File: src/rtl/dso_wave_pic.sv
// dso_wave_pic: three-stage oscilloscope renderer. Maps timing-generator
// coordinates into a display window, fetches one wave RAM column per pixel,
// and composes traces, trigger marker, border and graticule into RGB565.
module dso_wave_pic #(
    parameter int H_VALID = 640,
    parameter int V_VALID = 480,
    parameter int WIN_X0  = 20,
    parameter int WIN_Y0  = 20,
    parameter int WIN_W   = 512,
    parameter int DATA_W  = 8,
    parameter int Y_SHIFT = 0,
    parameter int CH_NUM  = 2,
    parameter int GRID_DX = 64,
    parameter int GRID_DY = 32,
    parameter int ADDR_W  = $clog2(WIN_W)
) (
    input  logic                     vga_clk,
    input  logic                     sys_rst_n,
    input  logic [11:0]              pix_x,
    input  logic [11:0]              pix_y,
    input  logic [CH_NUM-1:0]        ch_en,
    input  logic                     vec_mode,
    input  logic                     grid_en,
    input  logic [DATA_W-1:0]        trig_level,
    output logic                     wave_rd_en,
    output logic [ADDR_W-1:0]        wave_rd_addr,
    input  logic [CH_NUM*DATA_W-1:0] wave_rd_data,
    output logic [15:0]              pix_data_out
);

    localparam int SW    = DATA_W - Y_SHIFT;
    localparam int WIN_H = 2 ** SW;

    localparam logic [12:0] X_LO  = 13'(WIN_X0);
    localparam logic [12:0] X_HI  = 13'(WIN_X0 + WIN_W);
    localparam logic [12:0] Y_LO  = 13'(WIN_Y0);
    localparam logic [12:0] Y_HI  = 13'(WIN_Y0 + WIN_H);
    localparam logic [12:0] H_LIM = 13'(H_VALID);
    localparam logic [12:0] V_LIM = 13'(V_VALID);

    localparam logic [SW-1:0]     RY_TOP  = SW'(WIN_H - 1);
    localparam logic [ADDR_W-1:0] RX_LAST = ADDR_W'(WIN_W - 1);
    localparam logic [ADDR_W-1:0] GDX_M   = ADDR_W'(GRID_DX - 1);
    localparam logic [SW-1:0]     GDY_M   = SW'(GRID_DY - 1);

    localparam logic [15:0] C_ORANGE = 16'hFC00;
    localparam logic [15:0] C_WHITE  = 16'hFFFF;
    localparam logic [15:0] C_GRAY   = 16'hD69A;

    // Drop the Y_SHIFT LSBs so samples match the window height.
    function automatic logic [SW-1:0] scale(input logic [DATA_W-1:0] raw);
        logic [DATA_W-1:0] sh;
        sh = raw >> Y_SHIFT;
        return sh[SW-1:0];
    endfunction

    // Fixed trace colour per channel index.
    function automatic logic [15:0] ch_colour(input int k);
        case (k)
            0:       return 16'hFFE0;
            1:       return 16'h07FF;
            2:       return 16'hF81F;
            default: return 16'h07E0;
        endcase
    endfunction

    // ---- stage 0: coordinate decode (combinational) ----
    logic [12:0]       x_p0, y_p0;
    logic              col_in_p0, row_in_p0, act_p0, frame_start_p0;
    logic [ADDR_W-1:0] rx_p0;
    logic [SW-1:0]     ry_inv_p0;

    assign x_p0           = {1'b0, pix_x};
    assign y_p0           = {1'b0, pix_y};
    assign col_in_p0      = (x_p0 >= X_LO) && (x_p0 < X_HI);
    assign row_in_p0      = (y_p0 >= Y_LO) && (y_p0 < Y_HI);
    assign act_p0         = (x_p0 < H_LIM) && (y_p0 < V_LIM);
    assign frame_start_p0 = (pix_x == 12'd0) && (pix_y == 12'd0);
    assign rx_p0          = ADDR_W'(x_p0 - X_LO);
    assign ry_inv_p0      = RY_TOP - SW'(y_p0 - Y_LO);

    logic [CH_NUM-1:0] sh_ch_en;
    logic              sh_vec, sh_grid;
    logic [DATA_W-1:0] sh_trig;

    // Latch display configuration once per frame so a frame is drawn consistently.
    always_ff @(posedge vga_clk or negedge sys_rst_n) begin
        if (!sys_rst_n) begin
            sh_ch_en <= '0;
            sh_vec   <= 1'b0;
            sh_grid  <= 1'b0;
            sh_trig  <= '0;
        end else if (frame_start_p0) begin
            sh_ch_en <= ch_en;
            sh_vec   <= vec_mode;
            sh_grid  <= grid_en;
            sh_trig  <= trig_level;
        end
    end

    // ---- stage 1: RAM request and window coordinates registered ----
    logic              vld_p1;
    logic [ADDR_W-1:0] rx_p1;
    logic [SW-1:0]     ry_p1;

    // Issue the column read and capture window-relative coordinates.
    always_ff @(posedge vga_clk or negedge sys_rst_n) begin
        if (!sys_rst_n) begin
            wave_rd_en   <= 1'b0;
            wave_rd_addr <= '0;
            vld_p1       <= 1'b0;
            rx_p1        <= '0;
            ry_p1        <= '0;
        end else begin
            wave_rd_en   <= col_in_p0 && (y_p0 < V_LIM);
            wave_rd_addr <= rx_p0;
            vld_p1       <= col_in_p0 && row_in_p0 && act_p0;
            rx_p1        <= rx_p0;
            ry_p1        <= ry_inv_p0;
        end
    end

    // ---- stage 2: control delayed to meet RAM read data ----
    logic              vld_p2;
    logic [ADDR_W-1:0] rx_p2;
    logic [SW-1:0]     ry_p2;

    // Align window coordinates with the RAM data returning this cycle.
    always_ff @(posedge vga_clk or negedge sys_rst_n) begin
        if (!sys_rst_n) begin
            vld_p2 <= 1'b0;
            rx_p2  <= '0;
            ry_p2  <= '0;
        end else begin
            vld_p2 <= vld_p1;
            rx_p2  <= rx_p1;
            ry_p2  <= ry_p1;
        end
    end

    // ---- stage 3: trace compare, priority mux, output register ----
    logic [SW-1:0]     s_p2    [CH_NUM];
    logic [SW-1:0]     p_p2    [CH_NUM];
    logic [SW-1:0]     prev_p3 [CH_NUM];
    logic [CH_NUM-1:0] hit_p2;
    logic [15:0]       pix_nxt_p2;
    logic [SW-1:0]     t_p2;
    logic              hit_any_p2, border_p2, grid_p2;
    logic [15:0]       hit_col_p2;

    // Per-channel hit test and colour priority for the pixel leaving stage 2.
    always_comb begin
        hit_p2     = '0;
        hit_any_p2 = 1'b0;
        hit_col_p2 = 16'h0000;
        for (int k = 0; k < CH_NUM; k++) begin
            s_p2[k] = scale(wave_rd_data[k*DATA_W +: DATA_W]);
            p_p2[k] = (rx_p2 == '0) ? s_p2[k] : prev_p3[k];
            if (sh_vec)
                hit_p2[k] = ((ry_p2 >= s_p2[k]) || (ry_p2 >= p_p2[k])) &&
                            ((ry_p2 <= s_p2[k]) || (ry_p2 <= p_p2[k]));
            else
                hit_p2[k] = (s_p2[k] == ry_p2);
        end
        for (int k = CH_NUM - 1; k >= 0; k--) begin
            if (sh_ch_en[k] && hit_p2[k]) begin
                hit_any_p2 = 1'b1;
                hit_col_p2 = ch_colour(k);
            end
        end
        t_p2      = scale(sh_trig);
        border_p2 = (rx_p2 == '0) || (rx_p2 == RX_LAST) ||
                    (ry_p2 == '0) || (ry_p2 == RY_TOP);
        grid_p2   = sh_grid && !rx_p2[1] &&
                    (((rx_p2 & GDX_M) == '0) || ((ry_p2 & GDY_M) == '0));
        if (!vld_p2)
            pix_nxt_p2 = 16'h0000;
        else if (hit_any_p2)
            pix_nxt_p2 = hit_col_p2;
        else if ((ry_p2 == t_p2) && !rx_p2[2])
            pix_nxt_p2 = C_ORANGE;
        else if (border_p2)
            pix_nxt_p2 = C_WHITE;
        else if (grid_p2)
            pix_nxt_p2 = C_GRAY;
        else
            pix_nxt_p2 = 16'h0000;
    end

    // Register the pixel and remember this column's samples for vector spans.
    always_ff @(posedge vga_clk or negedge sys_rst_n) begin
        if (!sys_rst_n) begin
            pix_data_out <= 16'h0000;
            for (int k = 0; k < CH_NUM; k++) prev_p3[k] <= '0;
        end else begin
            pix_data_out <= pix_nxt_p2;
            if (vld_p2)
                for (int k = 0; k < CH_NUM; k++) prev_p3[k] <= s_p2[k];
        end
    end

endmodule
File: config.mk
export PLATFORM = sky130hd
export DESIGN_NAME = dso_wave_pic
export DESIGN_NICKNAME = d
export VERILOG_FILES = /design/src/rtl/dso_wave_pic.sv
export SDC_FILE = /design/constraint.sdc
export NUM_CORES = 1
export LEC_CHECK = 0
export CAP_MARGIN = 20
export CELL_PAD_IN_SITES_DETAIL_PLACEMENT = 0
export CELL_PAD_IN_SITES_GLOBAL_PLACEMENT = 1
export CORE_UTILIZATION = 25
export DETAILED_ROUTE_END_ITERATION = 6
export GPL_TIMING_DRIVEN = 0
export HOLD_SLACK_MARGIN = 0.05
export PLACE_DENSITY_LB_ADDON = 0.2
export SLEW_MARGIN = 25
export SYNTH_ARGS = -nofsm -noshare
export SYNTH_HDL_FRONTEND = slang
export SYNTH_SLANG_ARGS = --single-unit
File: constraint.sdc
create_clock -name vga_clk -period 3.6 [get_ports vga_clk]
set_input_delay 0.72 -clock vga_clk [delete_from_list [all_inputs] [get_ports vga_clk]]
set_output_delay 0.72 -clock vga_clk [all_outputs]
set_load 0.03 [all_outputs]
# --- Word-level counts from Yosys, hierarchy flattened ---
# Index checks and enable logic that the tools add are counted.
classes:
  n_lt_le_gt_ge: 14
  n_reduce_logical: 30
  eq_ne: 5
  mux: 13
  n_addsub: 3
op_table:
  columns: ["operator", "count"]
  rows:
  - ["16-bit two-way mux", 6]
  - ["8-bit greater-or-equal comparator", 4]
  - ["8-bit <= comparator", 4]
  - ["8-bit equality test", 3]
  - ["12-bit by 5-bit greater-or-equal comparator with 1-bit output (second input constant)", 2]
  - ["12-bit zero test", 2]
  - ["12-bit by 10-bit less-than comparator with 1-bit output (second input constant)", 2]
  - ["12-bit by 9-bit less-than comparator with 1-bit output (second input constant)", 2]
  - ["9-bit zero test", 2]
  - ["8-bit zero test", 2]
  - ["8-bit two-way mux", 2]
  - ["1-bit logical AND", 14]
  - ["11-bit two-way mux", 1]
  - ["9-bit equality test (second input constant)", 1]
  - ["9-bit by 5-bit subtractor with 9-bit output (second input constant)", 1]
  - ["8-bit equality test (second input constant)", 1]
  - ["1-bit logical OR", 8]
  - ["8-bit by 5-bit subtractor with 8-bit output (second input constant)", 1]
  - ["8-bit subtractor (first input constant)", 1]
  - ["1-bit two-way mux", 4]
  - ["1-bit zero test", 2]
totals:
  reg_bits: 81
  input_bits: 54

# --- Depth between registers and ports, before layout ---
logic_depth:
  word_depth: 11
  depth_mapped: 15

# --- Least setup slack after synthesis ---
# OpenSTA, ideal clock, no wires.
synth_timing:
  path_type: "register -> register"
  startpoint: "register rx_p2[0]"
  endpoint: "register pix_data_out[4]"
  path_slack_ns: 0.342
  n_path_buf: 3
  arrival_ns: 3.134
  period_less_slack_ns: 3.258
  stages_incl_launch_ff: 16
  path_cell_list: "dfrtp_1 nor4_1 nand2_1 or4_1 buf_2 buf_6 buf_6 a21oi_2 ha_1 nor2b_4 o211ai_2 a21oi_1 or4_1 a31oi_2 nand2b_1 a21oi_1"
synth_between:
  elab_chain_cells: 11
synth_lines:
  columns: ["element", "line_no", "source"]
  rows:
  - ["start, declared", "125", "logic [ADDR_W-1:0] rx_p2;"]
  - ["start signal, assigned", "136", "rx_p2 <= rx_p1;"]
  - ["9-bit zero test", "158, 172", null]
  - ["8-bit two-way mux", "158", "p_p2[k] = (rx_p2 == '0) ? s_p2[k] : prev_p3[k];"]
  - ["8-bit greater-or-equal comparator / 8-bit <= comparator (equally long branches)", "160, 161", null]
  - ["1-bit logical OR, on equally long branches", "160, 161", null]
  - ["1-bit logical AND", "160", "hit_p2[k] = ((ry_p2 >= s_p2[k]) || (ry_p2 >= p_p2[k])) &&"]
  - ["1-bit two-way mux", "159", "if (sh_vec)"]
  - ["1-bit logical AND", "166", "if (sh_ch_en[k] && hit_p2[k]) begin"]
  - ["11-bit two-way mux / 1-bit two-way mux (equally long branches)", "166", null]
  - ["16-bit two-way mux / 1-bit two-way mux (equally long branches)", "166", null]
  - ["16-bit two-way mux (*)", "178", "else if (hit_any_p2)"]
  - ["16-bit two-way mux (*)", "176", "if (!vld_p2)"]
  - ["end signal, assigned", "196", "pix_data_out <= pix_nxt_p2;"]
  - ["end, declared", "28", "output logic [15:0] pix_data_out"]
# Mark *: on every way between the ends. The rest lies on a longest branch, timed or not.
# A chain may end at the register's enable or synchronous reset.

# --- Worst setup path after layout ---
layout_timing:
  startpoint: "register rx_p2[4]"
  endpoint: "register pix_data_out[4]"
# The elaborated chain is that of the path after synthesis.

==> metrics.csv <==
stage,metric,value,unit
run_status,status,"finished, final reports clean",
timing,final setup violation count,0,
clocking,CTS tree,built,
synthesis,Area contributors post-synth,"dfrtp_1 47%, ha_1 12%, mux2_2 4.7%",
die,core area,14800,um^2
setup_path,"delay-heaviest family, CP",simple AND/OR/NAND/NOR gates,
global_routing,initial antenna violation count,0,
layout,Multi-input gate area,1880,um^2
global_routing,global routing usage on met1,15.6,%
setup_path,Setup CP Type,flop to flop,
die,Die ar.,15900,um^2
global_routing,met3 usage,3.70,%
synthesis,largest area contributor in the netlist,dfrtp_1,
synthesis,"Seq/Total Area, Yosys",46.8,%
clocking,CTS Sinks,72,
setup_path,Startpoint Class,flop,
placement,RePlAce Congestion,0.781,
timing,Hold WS,297,ps
setup_path,Worst Path Required,3820,ps
synthesis,Synth Flop Type,dfrtp_1,
global_routing,Overflow after GRT,0,
clocking,clk buf depth,2,
timing,normalized max-slew margin,54.6,%
synthesis,Synth top area share,46.8,%
synthesis,most frequent cell after synthesis,dfrtp_1,
timing,Max Slew Vio Count,0,
die,die width,126,um
synthesis,Yosys warning count,0,
die,Initial Utilization,26.1,%
setup_path,Slowest Stage Delay on Critical Path,560,ps
placement,DP HPWL,7200,um
setup_path,R2R Path End,pix_data_out[4]$_DFF_PN0_,
clocking,clock-pin slew on the worst setup and hold paths,60,ps
setup_path,CP arrival,3720,ps
layout,post-layout util,35.6,%
die,Die Ht,126,um
timing,Least-Margin Pin Slew,681,ps
layout,Area Overhead vs Synth,36.3,%
clocking,CTS Buf Count,9,
global_routing,vias in the first global route,3007,
synthesis,ys async rst share,100,%
setup_path,worst reg2reg path depth,15,
global_routing,total global routing track utilization,12.9,%
die,number of placement rows,44,
synthesis,Yosys reg bits,72,
setup_path,worst r2r src,rx_p2[4]$_DFF_PN0_,
setup_path,"Buf+Inv Stages, Crit Path",3,
timing,Tcrit/Tclk final,97.2,%
synthesis,Cells after Synth,348,
layout,layout cells sized above 1,17.0,%
clocking,Clock Latency Late Sink,340,ps
synthesis,Syn Nets,438,
die,I/O pin count,80,
global_routing,Top Usage Layer GRT,met2,
setup_path,R2R Setup Slk,100,ps
job,Max-Cap Viols,0,
routing,detailed-route vias per instance,4.51,
setup_path,crit-path max FO,10,
synthesis,"EDFF count, synth",0,
routing,via count,2847,
synthesis,average size of a mapped cell,11.1,um^2
setup_path,"Slowest-stage cell, CP",or4_4,
timing,Final Skew,5.97,ps
layout,nets,532,
timing,final hold vios,0,
pwr,leakage,2.34,nW
global_routing,met2 usage,21.4,%
setup_path,Crit. End Element,flop,
routing,Final ANT Viol Nets,0,
pwr,power density over the cells,376,nW/um^2
layout,Reg area,1800,um^2
routing,post-DR wirelength/cell,14.8,um
global_routing,largest net degree at the start of global routing,45,
routing,number of remaining DRC errors,0,
routing,DR iter-0 viols,102,
layout,FILL cells,1491,
layout,number of diodes,0,
routing,Routed WL,9370,um
routing,router iterations before antenna repair,5,
clocking,CTS H-Tree Depth,3,
global_routing,first-pass GRT wire length,15400,um
timing,crit path time final,3500,ps
clocking,CTS Hold Bufs,0,
worst_hold_path,worst hold path class,input pin to async pin,
setup_path,Critical Path Source,rx_p2[4]$_DFF_PN0_,
placement,Post-DP Area,4890,um^2
pwr,VDD IR max,0.184,mV
placement,IO Port Bufs,79,
setup_path,number of cells on the critical path,15,
synthesis,"Cell Area, Synth",3850,um^2
setup_path,Worst Setup EP,pix_data_out[4]$_DFF_PN0_,
clocking,root buf cell,clkbuf_16,
layout,final instance area,5250,um^2
synthesis,Netlist cell types,47,
synthesis,Commonest cells post-synth,"72 x dfrtp_1, 36 x ha_1, 33 x nor2_1",
timing,Max Clock Freq,0.286,GHz
setup_path,worst path cell trace,nor4_2 -> nand2_1 -> or4_4 -> buf_6 -> buf_6 -> buf_12 -> a21oi_2 -> ha_1 -> nor2b_4 -> o211ai_2 -> a21oi_2 -> or4_4 -> a31oi_4 -> nand2b_4 -> a21oi_1,
==> state kept, by name, indices dropped and copies added (netlist names) <==
signal / count
pix_data_out: 7
prev_p3: 16
rx_p1: 9
rx_p2: 9
ry_p1: 8
ry_p2: 8
sh_ch_en: 2
sh_grid: 1
sh_trig: 8
sh_vec: 1
vld_p1: 1
vld_p2: 1
wave_rd_en: 1
==> routing by layer <==
| layer | part of all wire [%] | up-vias |
|---|---|---|
| li1 | - | 1408 |
| met3 | 4.7 | 13 |
| met4 | 1.7 | 0 |
| met2 | 48 | 59 |
| met5 | 0 | - |
| met1 | 45 | 1367 |
==> report_power, final <==
| group | internal, W | total, W | switching (W) |
|---|---|---|---|
| Sequential | 0.000843 | 0.000882 | 0.0000389 |
| Combinational | 0.000137 | 0.000270 | 0.000133 |
| Clock | 0.000468 | 0.000823 | 0.000355 |
==> worst min-delay path by stage <==
stage,from,end,slack (ps)
after detailed placement,vld_p1$_DFF_PN0_,vld_p2$_DFF_PN0_,330
final,sys_rst_n,prev_p3[4]$_DFFE_PN0P_,300
after global routing,sys_rst_n,prev_p3[2]$_DFFE_PN0P_,330
after floorplan,ry_p1[0]$_DFF_PN0_,ry_p2[0]$_DFF_PN0_,330
after global placement,vld_p1$_DFF_PN0_,vld_p2$_DFF_PN0_,330
after CTS,sys_rst_n,prev_p3[4]$_DFFE_PN0P_,300
==> cell type report <==
class / count / area share, %
inverter: 23 / 1.65
buffer: 16 / 2.60
sequential: 72 / 34.3
tap: 184 / 4.39
timing repair buffer: 83 / 16.0
multi-input combinational: 237 / 35.8
clock inverter: 6 / 0.858
clock buffer: 10 / 4.36
==> metrics by stage <==
step	std cells	setup TNS (ps)	total power, W	setup slack, ps
after CTS	628	0	0.00201	21.9
after floorplan	348	0	0.00101	342
after detailed placement	612	-490	0.00116	-114
final	631	0	0.00197	99.6
after global routing	631	-122	0.00208	-35.0
after global placement	611	-51750	0.00116	-718
==> cells in the final DEF, fill, tap and decap left out, types with 2 or more instances in the layout <==
cell type,n
nand4_1,14
clkbuf_16,9
nor3_1,2
a21oi_2,12
nor2_2,2
a21o_1,3
inv_1,23
buf_6,3
nand3_1,4
mux2_2,16
nor2_1,33
xnor2_1,11
a21boi_2,3
ha_1,36
or4_4,2
a41oi_1,2
clkinvlp_4,3
mux2_1,14
o21a_1,2
nand2_1,14
nor3b_1,2
o211ai_1,3
or3_1,4
clkdlybuf4s50_1,78
nor2b_1,4
o21ai_0,12
dfrtp_1,72
a21oi_1,17
clkbuf_1,2
buf_4,13
xor2_1,5
==> timing repair <==
action,in CTS,in global routing
gates cloned,0,0
pin swaps,1,5
setup buffers,0,3
endpoints found under the setup margin,7,7
gates resized for setup,3,11
==> cell families after synthesis <==
kind of cell / after synthesis / share of synthesized area, %
fa+ha+maj: 36 / 11.7
xor+xnor: 16 / 3.64
buf+inv: 39 / 5.30
compound gates: 65 / 11.8
simple gates: 90 / 11.9
mux: 30 / 8.78
flops: 72 / 46.8
Power figures use the tool's default switching activity.
